File: config.mk
export PLATFORM = sky130hd
export DESIGN_NAME = fft_output_sink_flat
export DESIGN_NICKNAME = d
export VERILOG_FILES = /design/src/rtl/fft_pkg.sv /design/src/rtl/fft_output_sink_if.sv /design/src/rtl/fft_power_calc.sv /design/src/rtl/fft_output_sink.sv /design/src/flat_wrapper.sv
export SDC_FILE = /design/constraint.sdc
export NUM_CORES = 1
export LEC_CHECK = 0
export CORE_MARGIN = 1.5
export CORE_UTILIZATION = 40
export DETAILED_ROUTE_END_ITERATION = 10
export DONT_BUFFER_PORTS = 1
export SLEW_MARGIN = 20
export SYNTH_ARGS = -nofsm -noshare
export SYNTH_HDL_FRONTEND = slang
export SYNTH_HIERARCHICAL = 1
export SYNTH_SLANG_ARGS = --single-unit
File: constraint.sdc
create_clock -name clk -period 3.8 [get_ports clk]
set_input_delay 0.19 -clock clk [delete_from_list [all_inputs] [get_ports clk]]
set_output_delay 0.19 -clock clk [all_outputs]
set_load 0.03 [all_outputs]
File: src/rtl/fft_pkg.sv
// Shared definitions for the FFT output sink: sink state encoding, default
// frame/sample sizes and the width of an unsigned re^2+im^2 power value.
package fft_pkg;

    typedef enum logic [1:0] {
        ST_IDLE = 2'd0,
        ST_RECV = 2'd1,
        ST_HOLD = 2'd2
    } sink_state_t;

    localparam int DEF_FFT_POINTS = 14'd8192;
    localparam int DEF_DATA_W     = 12;

    // Full-width power: two squared signed samples summed without truncation.
    function automatic int power_width(input int data_w);
        return (32'sd2 * data_w) + 32'sd1;
    endfunction

endpackage

File: src/rtl/fft_output_sink_if.sv
// FFT core output stream plus peak-result handshake; the slave modport is the
// sink's view, the master modport the view of the core/downstream side.
interface fft_output_sink_if #(
    parameter int FFT_POINTS = fft_pkg::DEF_FFT_POINTS,
    parameter int DATA_W     = fft_pkg::DEF_DATA_W
);
    import fft_pkg::*;

    localparam int IDX_W = $clog2(FFT_POINTS);
    localparam int PW_W  = power_width(DATA_W);

    logic                     source_valid;
    logic                     source_sop;
    logic                     source_eop;
    logic [1:0]               source_error;
    logic signed [DATA_W-1:0] source_real;
    logic signed [DATA_W-1:0] source_imag;
    logic                     source_ready;

    logic                     result_valid;
    logic                     result_ready;
    logic [IDX_W-1:0]         peak_index;
    logic [PW_W-1:0]          peak_power;
    logic                     frame_err;
    logic [15:0]              frame_count;

    modport slave (
        input  source_valid, source_sop, source_eop, source_error,
        input  source_real, source_imag, result_ready,
        output source_ready, result_valid, peak_index, peak_power,
        output frame_err, frame_count
    );

    modport master (
        output source_valid, source_sop, source_eop, source_error,
        output source_real, source_imag, result_ready,
        input  source_ready, result_valid, peak_index, peak_power,
        input  frame_err, frame_count
    );

endinterface

File: src/rtl/fft_power_calc.sv
// Registered power stage: out_power = re^2 + im^2 at full width, one cycle
// after in_valid.
module fft_power_calc
    import fft_pkg::*;
#(
    parameter  int DATA_W = DEF_DATA_W,
    localparam int PW_W   = power_width(DATA_W)
) (
    input  logic                     clk,
    input  logic                     rst,
    input  logic                     in_valid,
    input  logic signed [DATA_W-1:0] in_real,
    input  logic signed [DATA_W-1:0] in_imag,
    output logic                     out_valid,
    output logic [PW_W-1:0]          out_power
);

    logic signed [2*DATA_W-1:0] re_ext_s;
    logic signed [2*DATA_W-1:0] im_ext_s;
    logic signed [2*DATA_W-1:0] re_sq_s;
    logic signed [2*DATA_W-1:0] im_sq_s;
    logic [PW_W-1:0]            power_s;

    // Squares are never negative and fit 2*DATA_W bits even for the most negative input.
    always_comb begin
        re_ext_s = {{DATA_W{in_real[DATA_W-1]}}, in_real};
        im_ext_s = {{DATA_W{in_imag[DATA_W-1]}}, in_imag};
        re_sq_s  = re_ext_s * re_ext_s;
        im_sq_s  = im_ext_s * im_ext_s;
        power_s  = {1'b0, re_sq_s} + {1'b0, im_sq_s};
    end

    // Power register stage.
    always_ff @(posedge clk or posedge rst) begin
        if (rst) begin
            out_valid <= 1'b0;
            out_power <= {PW_W{1'b0}};
        end else begin
            out_valid <= in_valid;
            if (in_valid) begin
                out_power <= power_s;
            end
        end
    end

endmodule

File: src/rtl/fft_output_sink.sv
// Collects one FFT frame, finds the bin of maximum power and presents it on a
// valid/ready result port. Define FFT_SINK_DC_SKIP_EN to exclude bin 0.
module fft_output_sink
    import fft_pkg::*;
#(
    parameter int FFT_POINTS = DEF_FFT_POINTS,
    parameter int DATA_W     = DEF_DATA_W
) (
    input  logic              clk,
    input  logic              rst,
    fft_output_sink_if.slave  bus
);

    localparam int IDX_W = $clog2(FFT_POINTS);
    localparam int PW_W  = power_width(DATA_W);
    localparam logic [IDX_W-1:0] LAST_IDX = IDX_W'(FFT_POINTS - 32'sd1);
    localparam logic [IDX_W-1:0] ZERO_IDX = {IDX_W{1'b0}};
    localparam logic [IDX_W-1:0] ONE_IDX  = IDX_W'(32'sd1);

    sink_state_t      state_r;
    sink_state_t      state_next_s;
    logic             accept_s;
    logic             take_beat_s;
    logic             start_s;
    logic             end_s;
    logic             clean_end_s;
    logic             beat_err_s;
    logic [IDX_W-1:0] beat_idx_s;
    logic [IDX_W-1:0] bin_r;
    logic [IDX_W-1:0] pw_idx_r;
    logic             pw_last_r;
    logic             pw_valid_s;
    logic [PW_W-1:0]  pw_power_s;
    logic             eligible_s;
    logic             take_peak_s;
    logic             have_peak_r;
    logic [IDX_W-1:0] acc_idx_r;
    logic [PW_W-1:0]  acc_power_r;
    logic             err_acc_r;
    logic             source_ready_r;
    logic             result_valid_r;
    logic [IDX_W-1:0] peak_index_r;
    logic [PW_W-1:0]  peak_power_r;
    logic             frame_err_r;
    logic [15:0]      frame_count_r;

    // Beat qualification: a sop beat is always bin 0, otherwise the running bin counter.
    always_comb begin
        accept_s    = bus.source_valid && source_ready_r;
        beat_idx_s  = bus.source_sop ? ZERO_IDX : bin_r;
        take_beat_s = accept_s && ((state_r == ST_RECV) ||
                                   ((state_r == ST_IDLE) && bus.source_sop));
        start_s     = take_beat_s && bus.source_sop;
        end_s       = bus.source_eop || (beat_idx_s == LAST_IDX);
        clean_end_s = bus.source_eop && (beat_idx_s == LAST_IDX);
        beat_err_s  = (bus.source_error != 2'b00);
    end

    // Next-state logic.
    always_comb begin
        state_next_s = state_r;
        case (state_r)
            ST_IDLE, ST_RECV: begin
                if (take_beat_s) begin
                    if (end_s) begin
                        state_next_s = ST_HOLD;
                    end else begin
                        state_next_s = ST_RECV;
                    end
                end else begin
                    state_next_s = state_r;
                end
            end
            ST_HOLD: begin
                if (result_valid_r && bus.result_ready) begin
                    state_next_s = ST_IDLE;
                end else begin
                    state_next_s = ST_HOLD;
                end
            end
            default: state_next_s = ST_IDLE;
        endcase
    end

    // State register; ready follows the next state so it is low throughout reset.
    always_ff @(posedge clk or posedge rst) begin
        if (rst) begin
            state_r        <= ST_IDLE;
            source_ready_r <= 1'b0;
        end else begin
            state_r        <= state_next_s;
            source_ready_r <= (state_next_s != ST_HOLD);
        end
    end

    fft_power_calc #(
        .DATA_W (DATA_W)
    ) u_power_calc (
        .clk       (clk),
        .rst       (rst),
        .in_valid  (take_beat_s),
        .in_real   (bus.source_real),
        .in_imag   (bus.source_imag),
        .out_valid (pw_valid_s),
        .out_power (pw_power_s)
    );

    // Peak candidate: first eligible bin seeds the search, later ones must be strictly larger.
    always_comb begin
`ifdef FFT_SINK_DC_SKIP_EN
        eligible_s = (pw_idx_r != ZERO_IDX);
`else
        eligible_s = 1'b1;
`endif
        take_peak_s = pw_valid_s && eligible_s &&
                      (!have_peak_r || (pw_power_s > acc_power_r));
    end

    // Frame tracking and running peak; a new sop drops any bin still in the power stage.
    always_ff @(posedge clk or posedge rst) begin
        if (rst) begin
            bin_r       <= ZERO_IDX;
            pw_idx_r    <= ZERO_IDX;
            pw_last_r   <= 1'b0;
            err_acc_r   <= 1'b0;
            have_peak_r <= 1'b0;
            acc_idx_r   <= ZERO_IDX;
            acc_power_r <= {PW_W{1'b0}};
        end else begin
            pw_last_r <= take_beat_s && end_s;
            if (take_beat_s) begin
                bin_r     <= beat_idx_s + ONE_IDX;
                pw_idx_r  <= beat_idx_s;
                err_acc_r <= (err_acc_r && !start_s) || beat_err_s || (end_s && !clean_end_s);
            end
            if (start_s) begin
                have_peak_r <= 1'b0;
                acc_idx_r   <= ZERO_IDX;
                acc_power_r <= {PW_W{1'b0}};
            end else if (take_peak_s) begin
                have_peak_r <= 1'b1;
                acc_idx_r   <= pw_idx_r;
                acc_power_r <= pw_power_s;
            end
        end
    end

    // Result port: publish once the last bin has been compared, count on handshake.
    always_ff @(posedge clk or posedge rst) begin
        if (rst) begin
            result_valid_r <= 1'b0;
            peak_index_r   <= ZERO_IDX;
            peak_power_r   <= {PW_W{1'b0}};
            frame_err_r    <= 1'b0;
            frame_count_r  <= 16'd0;
        end else if (pw_valid_s && pw_last_r) begin
            result_valid_r <= 1'b1;
            peak_index_r   <= take_peak_s ? pw_idx_r : acc_idx_r;
            peak_power_r   <= take_peak_s ? pw_power_s : acc_power_r;
            frame_err_r    <= err_acc_r;
        end else if (result_valid_r && bus.result_ready) begin
            result_valid_r <= 1'b0;
            frame_count_r  <= frame_count_r + 16'd1;
        end
    end

    assign bus.source_ready = source_ready_r;
    assign bus.result_valid = result_valid_r;
    assign bus.peak_index   = peak_index_r;
    assign bus.peak_power   = peak_power_r;
    assign bus.frame_err    = frame_err_r;
    assign bus.frame_count  = frame_count_r;

endmodule
File: src/flat_wrapper.sv
// flat-port wrapper written by rule: the top's interface ports become plain ports
module fft_output_sink_flat import fft_pkg::*;
#(
    parameter int FFT_POINTS = DEF_FFT_POINTS,
    parameter int DATA_W     = DEF_DATA_W
)
  (clk, rst, bus_source_valid, bus_source_sop, bus_source_eop, bus_source_error, bus_source_real, bus_source_imag, bus_result_ready, bus_source_ready, bus_result_valid, bus_peak_index, bus_peak_power, bus_frame_err, bus_frame_count);
  fft_output_sink_if #(.FFT_POINTS(FFT_POINTS), .DATA_W(DATA_W)) bus_i ();
  input  logic clk;
  input  logic rst;
  input wire logic [$bits(bus_i.source_valid)-1:0] bus_source_valid;
  input wire logic [$bits(bus_i.source_sop)-1:0] bus_source_sop;
  input wire logic [$bits(bus_i.source_eop)-1:0] bus_source_eop;
  input wire logic [$bits(bus_i.source_error)-1:0] bus_source_error;
  input wire logic [$bits(bus_i.source_real)-1:0] bus_source_real;
  input wire logic [$bits(bus_i.source_imag)-1:0] bus_source_imag;
  input wire logic [$bits(bus_i.result_ready)-1:0] bus_result_ready;
  output wire logic [$bits(bus_i.source_ready)-1:0] bus_source_ready;
  output wire logic [$bits(bus_i.result_valid)-1:0] bus_result_valid;
  output wire logic [$bits(bus_i.peak_index)-1:0] bus_peak_index;
  output wire logic [$bits(bus_i.peak_power)-1:0] bus_peak_power;
  output wire logic [$bits(bus_i.frame_err)-1:0] bus_frame_err;
  output wire logic [$bits(bus_i.frame_count)-1:0] bus_frame_count;
  assign bus_i.source_valid = bus_source_valid;
  assign bus_i.source_sop = bus_source_sop;
  assign bus_i.source_eop = bus_source_eop;
  assign bus_i.source_error = bus_source_error;
  assign bus_i.source_real = bus_source_real;
  assign bus_i.source_imag = bus_source_imag;
  assign bus_i.result_ready = bus_result_ready;
  assign bus_source_ready = bus_i.source_ready;
  assign bus_result_valid = bus_i.result_valid;
  assign bus_peak_index = bus_i.peak_index;
  assign bus_peak_power = bus_i.peak_power;
  assign bus_frame_err = bus_i.frame_err;
  assign bus_frame_count = bus_i.frame_count;
  fft_output_sink #(.FFT_POINTS(FFT_POINTS), .DATA_W(DATA_W)) u_core (.clk(clk), .rst(rst), .bus(bus_i));
endmodule
==> results of run 1 <==
-- critical path, cell delays in order --
cell      delay, ns
nand2_8        0.06
inv_4          0.03
fa_1           0.48
fa_1           0.50
inv_1          0.05
fa_1           0.49
inv_2          0.04
fa_1           0.49
inv_2          0.04
fa_1           0.51
inv_2          0.05
ha_4           0.21
buf_6          0.11
o21a_1         0.19
a31o_2         0.25
a31o_4         0.24
xor2_2         0.15
ha_1           0.32
a21o_1         0.18
a21o_1         0.16
a21o_1         0.17
a221o_1        0.35
buf_6          0.15
a311oi_1       0.27
or3b_1         0.15
-- per-stage QoR --
stage,cells,hold slack (ns)
2_1_floorplan,1930,0.230
3_3_place_gp,2682,0.299
3_5_place_dp,2683,0.306
4_1_cts,2735,0.0415
5_1_grt,2735,0.0504
6_report,2735,0.0602
-- what timing repair did --
action                                  in CTS  in global routing
hold buffers                                 5                  0
endpoints found under the hold margin      112                  0
gates resized for setup                    102                 73
endpoints found under the setup margin      18                 18
setup buffers                               18                  7
pin swaps                                   69                 50
-- synth_stat cells, drive strengths merged, types with 7 or more instances --
| master | count | area share |
|---|---|---|
| nor3 | 14 | 0.0038 |
| o31ai | 43 | 0.033 |
| nand2 | 172 | 0.035 |
| nor2 | 122 | 0.025 |
| and2 | 55 | 0.019 |
| o21bai | 7 | 0.0029 |
| nand2b | 7 | 0.0024 |
| o21a | 15 | 0.0062 |
| o211ai | 7 | 0.0029 |
| nand4 | 50 | 0.018 |
| xnor2 | 55 | 0.026 |
| buf | 18 | 0.0082 |
| fa | 245 | 0.27 |
| o21ai | 38 | 0.011 |
| a21oi | 98 | 0.027 |
| nor2b | 11 | 0.0038 |
| nand3 | 30 | 0.0082 |
| a21o | 23 | 0.0095 |
| clkbuf | 59 | 0.012 |
| a31oi | 41 | 0.014 |
| mux2 | 13 | 0.0080 |
| a211oi | 8 | 0.0036 |
| ha | 165 | 0.11 |
| dfrtp | 152 | 0.21 |
| inv | 371 | 0.076 |
| xor2 | 32 | 0.015 |
| and3 | 12 | 0.0041 |
-- routing by layer --
layer	track usage	wire length (µm)	vias to the layer above
li1	-	-	6626
met1	0.230	18100	7032
met2	0.353	22500	241
met3	0.0271	1620	60
met4	0.0579	1100	0
met5	0	0	-
-- how the worst max path moves through the flow --
stage | endpoint | slack [ns]
after CTS | u_core/u_power_calc/out_power[21] | -1.67
after floorplan | u_core/u_power_calc/out_power[21] | -2.14
after detailed placement | u_core/u_power_calc/out_power[21] | -2.34
after global placement | u_core/u_power_calc/out_power[21] | -2.27
final | u_core/u_power_calc/out_power[21] | -1.68
after global routing | u_core/u_power_calc/out_power[21] | -1.85
-- kinds of logic after synthesis --
group,Yosys count,synth area share
adders and majority gates,410,0.382
buffers and inverters,448,0.0968
and+or+nand+nor,501,0.132
DFF,152,0.209
AOI/OAI and AO/OA,315,0.128
xor gates and xnor gates,87,0.0418
muxes,17,0.0102
-- layout make-up --
cell class	count	area, µm²
Multi-Input combinational cell	1330	13900
Sequential cell	152	3800
Clock inverter	13	168
Timing Repair Buffer	250	2030
Tap cell	600	751
Fill cell	4136	22700
Clock buffer	19	433
Inverter	371	1410
-- state kept, by name, summed over array words and instances, names as in the netlist --
signal / flops
u_core/pw_idx_r: 13
u_core/bus.peak_index: 13
u_core/bus.source_ready: 1
u_core/u_power_calc/out_valid: 1
u_core/bus.frame_count: 16
u_core/u_power_calc/out_power: 25
u_core/acc_idx_r: 13
u_core/bus.frame_err: 1
u_core/acc_power_r: 25
u_core/bus.result_valid: 1
u_core/state_r: 2
u_core/err_acc_r: 1
u_core/have_peak_r: 1
u_core/pw_last_r: 1
u_core/bus.peak_power: 25
u_core/bin_r: 13
==> impl_metrics.toml, run 1 <==
[global_routing]
gr-usage-all-layers = 0.192
antenna_found_initial = 0
grt-ovfl-total = 0
grt_pass1_vias = 15200
grt_pass1_wl_um = 73500
grt_max_degree = 81

[clock_tree]
cts.path.max_buffers = 2
cts_tree = "yes"
htreeDepth = 4
numCtsBuffers = 17
cts_sinks = 152
cts_root_buffer = "clkbuf_16"
clock_latency_ns = 0.42
path_clk_slew_ns = 0.06

[logic_synthesis]
synthArstFlopShare = 1.00
synthDistinctLibCells = 75
synth-seq-area-share = 0.209
syn_nets = 2372
netlist_instances = 1930
ys_seq_elements = 152
ys.flop_type = "dfrtp_1"
synth_edf_count = 0
syn_area_per_cell_um2 = 9.44
syn-cell-area_mm2 = 0.0182
ys_warn_count = 6

[worst_setup_path]
r2r-start = "u_core/u_power_calc/out_power[20]"
cp-end-kind = "flop"
startpoint_type = "primary input"
worst_ep_required_time_ns = 4.17
crit_type = "primary input to flop"
r2r_slack_ns = 0.56
rr_worst_depth = 7
cp-startpoint = "bus_source_imag[6]"
crit_fanout = 9
rr_endpoint = "u_core/bus.peak_power[22]"
worstPathArrival_ns = 5.85

[final_layout]
area_growth_pct = 23.2
num_antenna_cells = 0
finish.utilization = 0.497
finalInstanceArea_mm2 = 0.0224
final_layout_size_suffix_gt1_frac = 0.249
final_common_cell = "inv_1"
layout.cells.most_common_list = "inv_1, fa_1, buf_4"
finalNetCount = 2564

[routing]
vias_per_cell = 5.10
firstDrtPassIters = 6
drt_iter0_drc = 445
wl_per_cell_um = 15.9
vias = 14000
wl_um = 43400
final_antenna_net_count = 0
drc = 0

[floorplan]
die_w_um = 216
io-pin-count = 89
fp-row-count = 78
die_h_um = 216
coreArea_mm2 = 0.0452
initial_utilization = 0.403
dieArea_mm2 = 0.0468

[sta]
slew_headroom = 0.411
finalCritPeriodShare = 1.44
worstMarginPinSlew_ns = 0.884
final_max_slew_viol_count = 0
hold_viol = 0
period_needed_ns = 5.48
max_freq_ghz = 0.182
finalSetupTns_ns = -20.75
finalSetupViolations = 17
layout_setup_ws_ns = -1.68
clock_skew_ns = 0.00793
rsz0062_at_grt = "yes"

[hold_path]
hold_depth = 2
min_path_type = "primary input to flop"
hold_end = "u_core/u_power_calc/out_power[0]"
hp-start = "bus_source_imag[0]"

[place]
port_buffers = 0
globalplace.congestion = 0.851
hpwlAfterDp_um = 34600
placed_cell_area_mm2 = 0.0208
dp_slack_ns = -2.34

[run_status]
violations = "setup timing"
outcome = "complete, but fails checks"

[job]
max-cap-violations = 0
Power of run 1 is left out: the tool's default activity adds up to more than one toggle a clock period on the data nets, which glitch-free logic cannot reach.
==> run 2, diff against run 1 <==
--- a/config.mk
+++ b/config.mk
@@ -10,4 +10,5 @@
 export DETAILED_ROUTE_END_ITERATION = 10
 export DONT_BUFFER_PORTS = 1
+export PLACE_DENSITY = 0.62
 export SLEW_MARGIN = 20
 export SYNTH_ARGS = -nofsm -noshare
==> constraint.sdc (replaced) <==
create_clock -name clk -period 3.8 [get_ports clk]
set_input_delay 0.19 -clock clk [delete_from_list [all_inputs] [get_ports clk]]
set_output_delay 0.19 -clock clk [all_outputs]
set_load 0.05 [all_outputs]
==> impl_metrics.toml, run 2 (synthesis gave the netlist of run 1 again) <==
[floorplan]
io-pin-count = 89
initial_utilization = 0.403
coreArea_mm2 = 0.0452
fp-row-count = 78
dieArea_mm2 = 0.0468
die_w_um = 216
die_h_um = 216

[routing]
drc = 0
met1_length_um = 18600
dr_wl_met3_um = 1800
met2WireLength_um = 23400
firstDrtPassIters = 5
vias_per_cell = 5.17
final_antenna_net_count = 0
wl_um = 44700
vias = 14200
routed.top_layer = "met4"
wl_per_cell_um = 16.3
drt_iter0_drc = 647

[run_status]
violations = "setup timing"
outcome = "complete, but fails checks"

[sta]
rsz0062_at_grt = "yes"
finalSetupTns_ns = -20.91
finalCritPeriodShare = 1.46
finalSetupViolations = 18
final_max_slew_viol_count = 0
period_needed_ns = 5.54
clock_skew_ns = 0.0126
slew_headroom = 0.381
worstMarginPinSlew_ns = 0.929
layout_setup_ws_ns = -1.74
hold_viol = 0
max_freq_ghz = 0.180

[global_routing]
grt-ovfl-total = 0
antenna_found_initial = 1
grt_pass1_wl_um = 74600
gr-usage-all-layers = 0.196
grt_pass1_vias = 15300
grt_max_degree = 112

[clock_tree]
cts_tree = "yes"
path_clk_slew_ns = 0.07
cts_sinks = 152
numCtsBuffers = 17
cts.path.max_buffers = 2
clock_latency_ns = 0.43
htreeDepth = 4
cts_root_buffer = "clkbuf_16"

[final_layout]
layout.cells.most_common_list = "inv_1, fa_1, buf_4"
finalInstanceArea_mm2 = 0.0224
finalNetCount = 2570
num_antenna_cells = 0
final_common_cell = "inv_1"
area_growth_pct = 22.7
final_layout_size_suffix_gt1_frac = 0.249

[place]
hpwlAfterDp_um = 35100
placed_cell_area_mm2 = 0.0208
globalplace.congestion = 0.888
port_buffers = 0
dp_slack_ns = -2.32

[worst_setup_path]
startpoint_type = "primary input"
crit_type = "primary input to flop"
cp-end-kind = "flop"
crit_fanout = 13
worst_ep_required_time_ns = 4.15
worstPathArrival_ns = 5.89

[hold_path]
min_path_type = "primary input to flop"

[job]
max-cap-violations = 0
## run 2: critical path, cell delays in order
cell      delay [ns]
and2_4          0.15
fa_1            0.57
inv_2           0.05
fa_1            0.49
fa_1            0.50
inv_1           0.06
fa_1            0.53
inv_1           0.05
fa_1            0.49
inv_2           0.05
ha_4            0.29
nand3_4         0.09
nor2_2          0.14
o31ai_2         0.09
nand3_1         0.11
a21oi_2         0.08
xnor2_2         0.16
ha_1            0.35
a21o_1          0.19
a21o_1          0.16
a21o_1          0.17
a221o_1         0.36
buf_4           0.16
o31a_1          0.24
o211ai_1        0.17
## run 2: final cells by class
cell class                 count  area [µm²]
clock buffer                  19         453
sequential                   152        3800
multi-input combinational   1330       13800
tap                          600         751
timing repair buffer         256        2040
fill                        4117       22800
clock inverter                12         150
inverter                     371        1410
## run 2: through the flow
step / std cells / utilization / hold slack (ns)
floorplan: 1930 / - / 0.230
global placement: 2687 / 0.461 / 0.00394
detailed placement: 2687 / 0.461 / 0.00485
CTS: 2734 / 0.487 / 0.000108
global route: 2740 / 0.495 / 0.0981
finish: 2740 / 0.495 / 0.0747
## run 2: path summary, 6_finish.rpt
check | depth (start not counted) | from | end | slack [ns]
worst min register to register | 1 | u_core/state_r[1] | u_core/state_r[0] | 0.44
min in group asynchronous | 2 | rst | u_core/bus.peak_power[17] | 0.25
worst min-delay path | 3 | bus_source_eop | u_core/pw_last_r | 0.07
max in group asynchronous | 3 | rst | u_core/acc_power_r[6] | 2.68
worst max-delay path | 25 | bus_source_real[9] | u_core/u_power_calc/out_power[23] | -1.74
worst max register to register | 8 | u_core/u_power_calc/out_power[20] | u_core/bus.peak_power[5] | 0.81
## run 2: routing by layer
| layer | vias up | GRT usage |
|---|---|---|
| li1 | 6644 | - |
| met1 | 7140 | 0.242 |
| met2 | 314 | 0.362 |
| met3 | 63 | 0.0218 |
| met4 | 0 | 0.0493 |
| met5 | - | 0 |
## run 2: repair_timing
item / in CTS / in global routing
setup buffers: 16 / 7
endpoints found under the setup margin: 18 / 19
pin swaps: 68 / 30
gates resized for setup: 88 / 65
hold buffers: 3 / 2
hold endpoints to repair: 51 / 1
Power of run 2 is left out for the same reason.
==> run 3, diff against run 2 <==
- clock period: 3.8 -> 4.6 ns (I/O delays scaled with it)
==> impl_metrics.toml, run 3 (synthesis gave the netlist of run 1 again) <==
[run_status]
outcome = "complete, but fails checks"
violations = "setup timing"

[sta]
slew_headroom = 0.285
hold_viol = 0
worstMarginPinSlew_ns = 1.07
finalCritPeriodShare = 1.21
period_needed_ns = 5.55
layout_setup_ws_ns = -0.948
rsz0062_at_grt = "yes"
final_max_slew_viol_count = 0
max_freq_ghz = 0.180
clock_skew_ns = 0.00927
finalSetupViolations = 14
finalSetupTns_ns = -8.82

[worst_setup_path]
crit_chain = "and2_4 > fa_1 > inv_1 > fa_1 > fa_1 > inv_2 > fa_1 > inv_1 > fa_1 > inv_2 > ha_4 > nand3_4 > a21oi_2 > a21oi_2 > buf_4 > a211o_1 > and3b_1 > xnor2_2 > ha_1 > and3_4 > a221o_2 > nor4b_4 > or3b_1"
crit_fanout = 13
cp-end-kind = "flop"
critPathMaxStageDelay_ns = 0.53
worst_ep_required_time_ns = 4.90
crit_type = "primary input to flop"
path_common_cell = "fa_1"
crit_family = "adder cells"
startpoint_type = "primary input"
cp_slowest_cell = "fa_1"
worstPathArrival_ns = 5.85
path_buf_inv = 5

[floorplan]
die_w_um = 216
die_h_um = 216
coreArea_mm2 = 0.0452
initial_utilization = 0.403
dieArea_mm2 = 0.0468
io-pin-count = 89
fp-row-count = 78

[final_layout]
n_fill_cell = 4103
area_growth_pct = 21.6
layout.cells.most_common_list = "inv_1, fa_1, buf_4"
final_layout_size_suffix_gt1_frac = 0.241
final_common_cell = "inv_1"
multi_input_area_mm2 = 0.0137
register_area_mm2 = 0.00380
num_antenna_cells = 0
finalNetCount = 2561

[global_routing]
grt_max_degree = 89
grt_pass1_vias = 15000
gr-usage-all-layers = 0.187
grt_pass1_wl_um = 72100
grt-ovfl-total = 0
antenna_found_initial = 0

[clock_tree]
numCtsBuffers = 17
cts_tree = "yes"
htreeDepth = 4
cts.path.max_buffers = 2
path_clk_slew_ns = 0.06
clock_latency_ns = 0.42
cts_sinks = 152
cts_root_buffer = "clkbuf_16"

[place]
port_buffers = 0
globalplace.congestion = 0.856
hpwlAfterDp_um = 33300

[hold_path]
min_path_type = "primary input to flop"

[routing]
firstDrtPassIters = 5
drt_iter0_drc = 647
vias_per_cell = 5.07
drc = 0
vias = 13900
final_antenna_net_count = 0
wl_per_cell_um = 15.4
wl_um = 42100

[job]
max-cap-violations = 0
[run 3: layer usage]
metal / GRT usage / vias to the layer above / share of wire
met1: 0.236 / 6911 / 0.43
li1: - / 6618 / -
met4: 0.0343 / 0 / 0.015
met2: 0.338 / 281 / 0.51
met5: 0 / - / 0
met3: 0.0285 / 41 / 0.041
[run 3: final timing paths]
| kind | start | end | slack (ns) | depth (start not counted) |
|---|---|---|---|---|
| max in group asynchronous | rst | u_core/bus.peak_power[17] | 3.08 | 3 |
| hold / removal | bus_source_sop | u_core/pw_idx_r[0] | 0.03 | 3 |
| setup reg to reg | u_core/u_power_calc/out_power[20] | u_core/bus.peak_power[23] | 1.53 | 7 |
| min in group asynchronous | rst | u_core/u_power_calc/out_power[8] | 0.36 | 2 |
| setup / recovery | bus_source_real[9] | u_core/u_power_calc/out_power[21] | -0.95 | 23 |
| hold reg to reg | u_core/state_r[1] | u_core/state_r[0] | 0.47 | 1 |
[run 3: per-stage QoR]
stage	util	cell area, µm²	std cells	worst slack (ns)	hold slack (ns)
4_1_cts	0.485	21900	2722	-0.936	0.00164
3_3_place_gp	0.457	20600	2672	-1.55	0.345
5_1_grt	0.491	22200	2731	-1.13	0.0474
3_5_place_dp	0.457	20600	2672	-1.56	0.350
2_1_floorplan	-	18800	1930	-1.38	0.270
6_report	0.491	22200	2731	-0.948	0.0257
[run 3: final cells by class]
cell class	instances	area share
inverters	371	0.0638
repair buffers	247	0.0869
multi-input cells	1330	0.617
flip-flops and latches	152	0.172
well taps	600	0.0339
clock inverters	12	0.00683
clock buffers	19	0.0200
[run 3: worst min-delay path, stage by stage]
cell and delay (ns):
nor2b_1 0.06, nand2_1 0.07, nand2_1 0.05
[run 3: what timing repair did]
action                     4_1_cts  5_1_grt
pin swaps                       70       47
hold buffers                     5        1
hold endpoints to repair        31       87
setup endpoints to repair       15       16
resized for setup              110       51
buffers inserted                15       11
Power of run 3 is left out for the same reason.
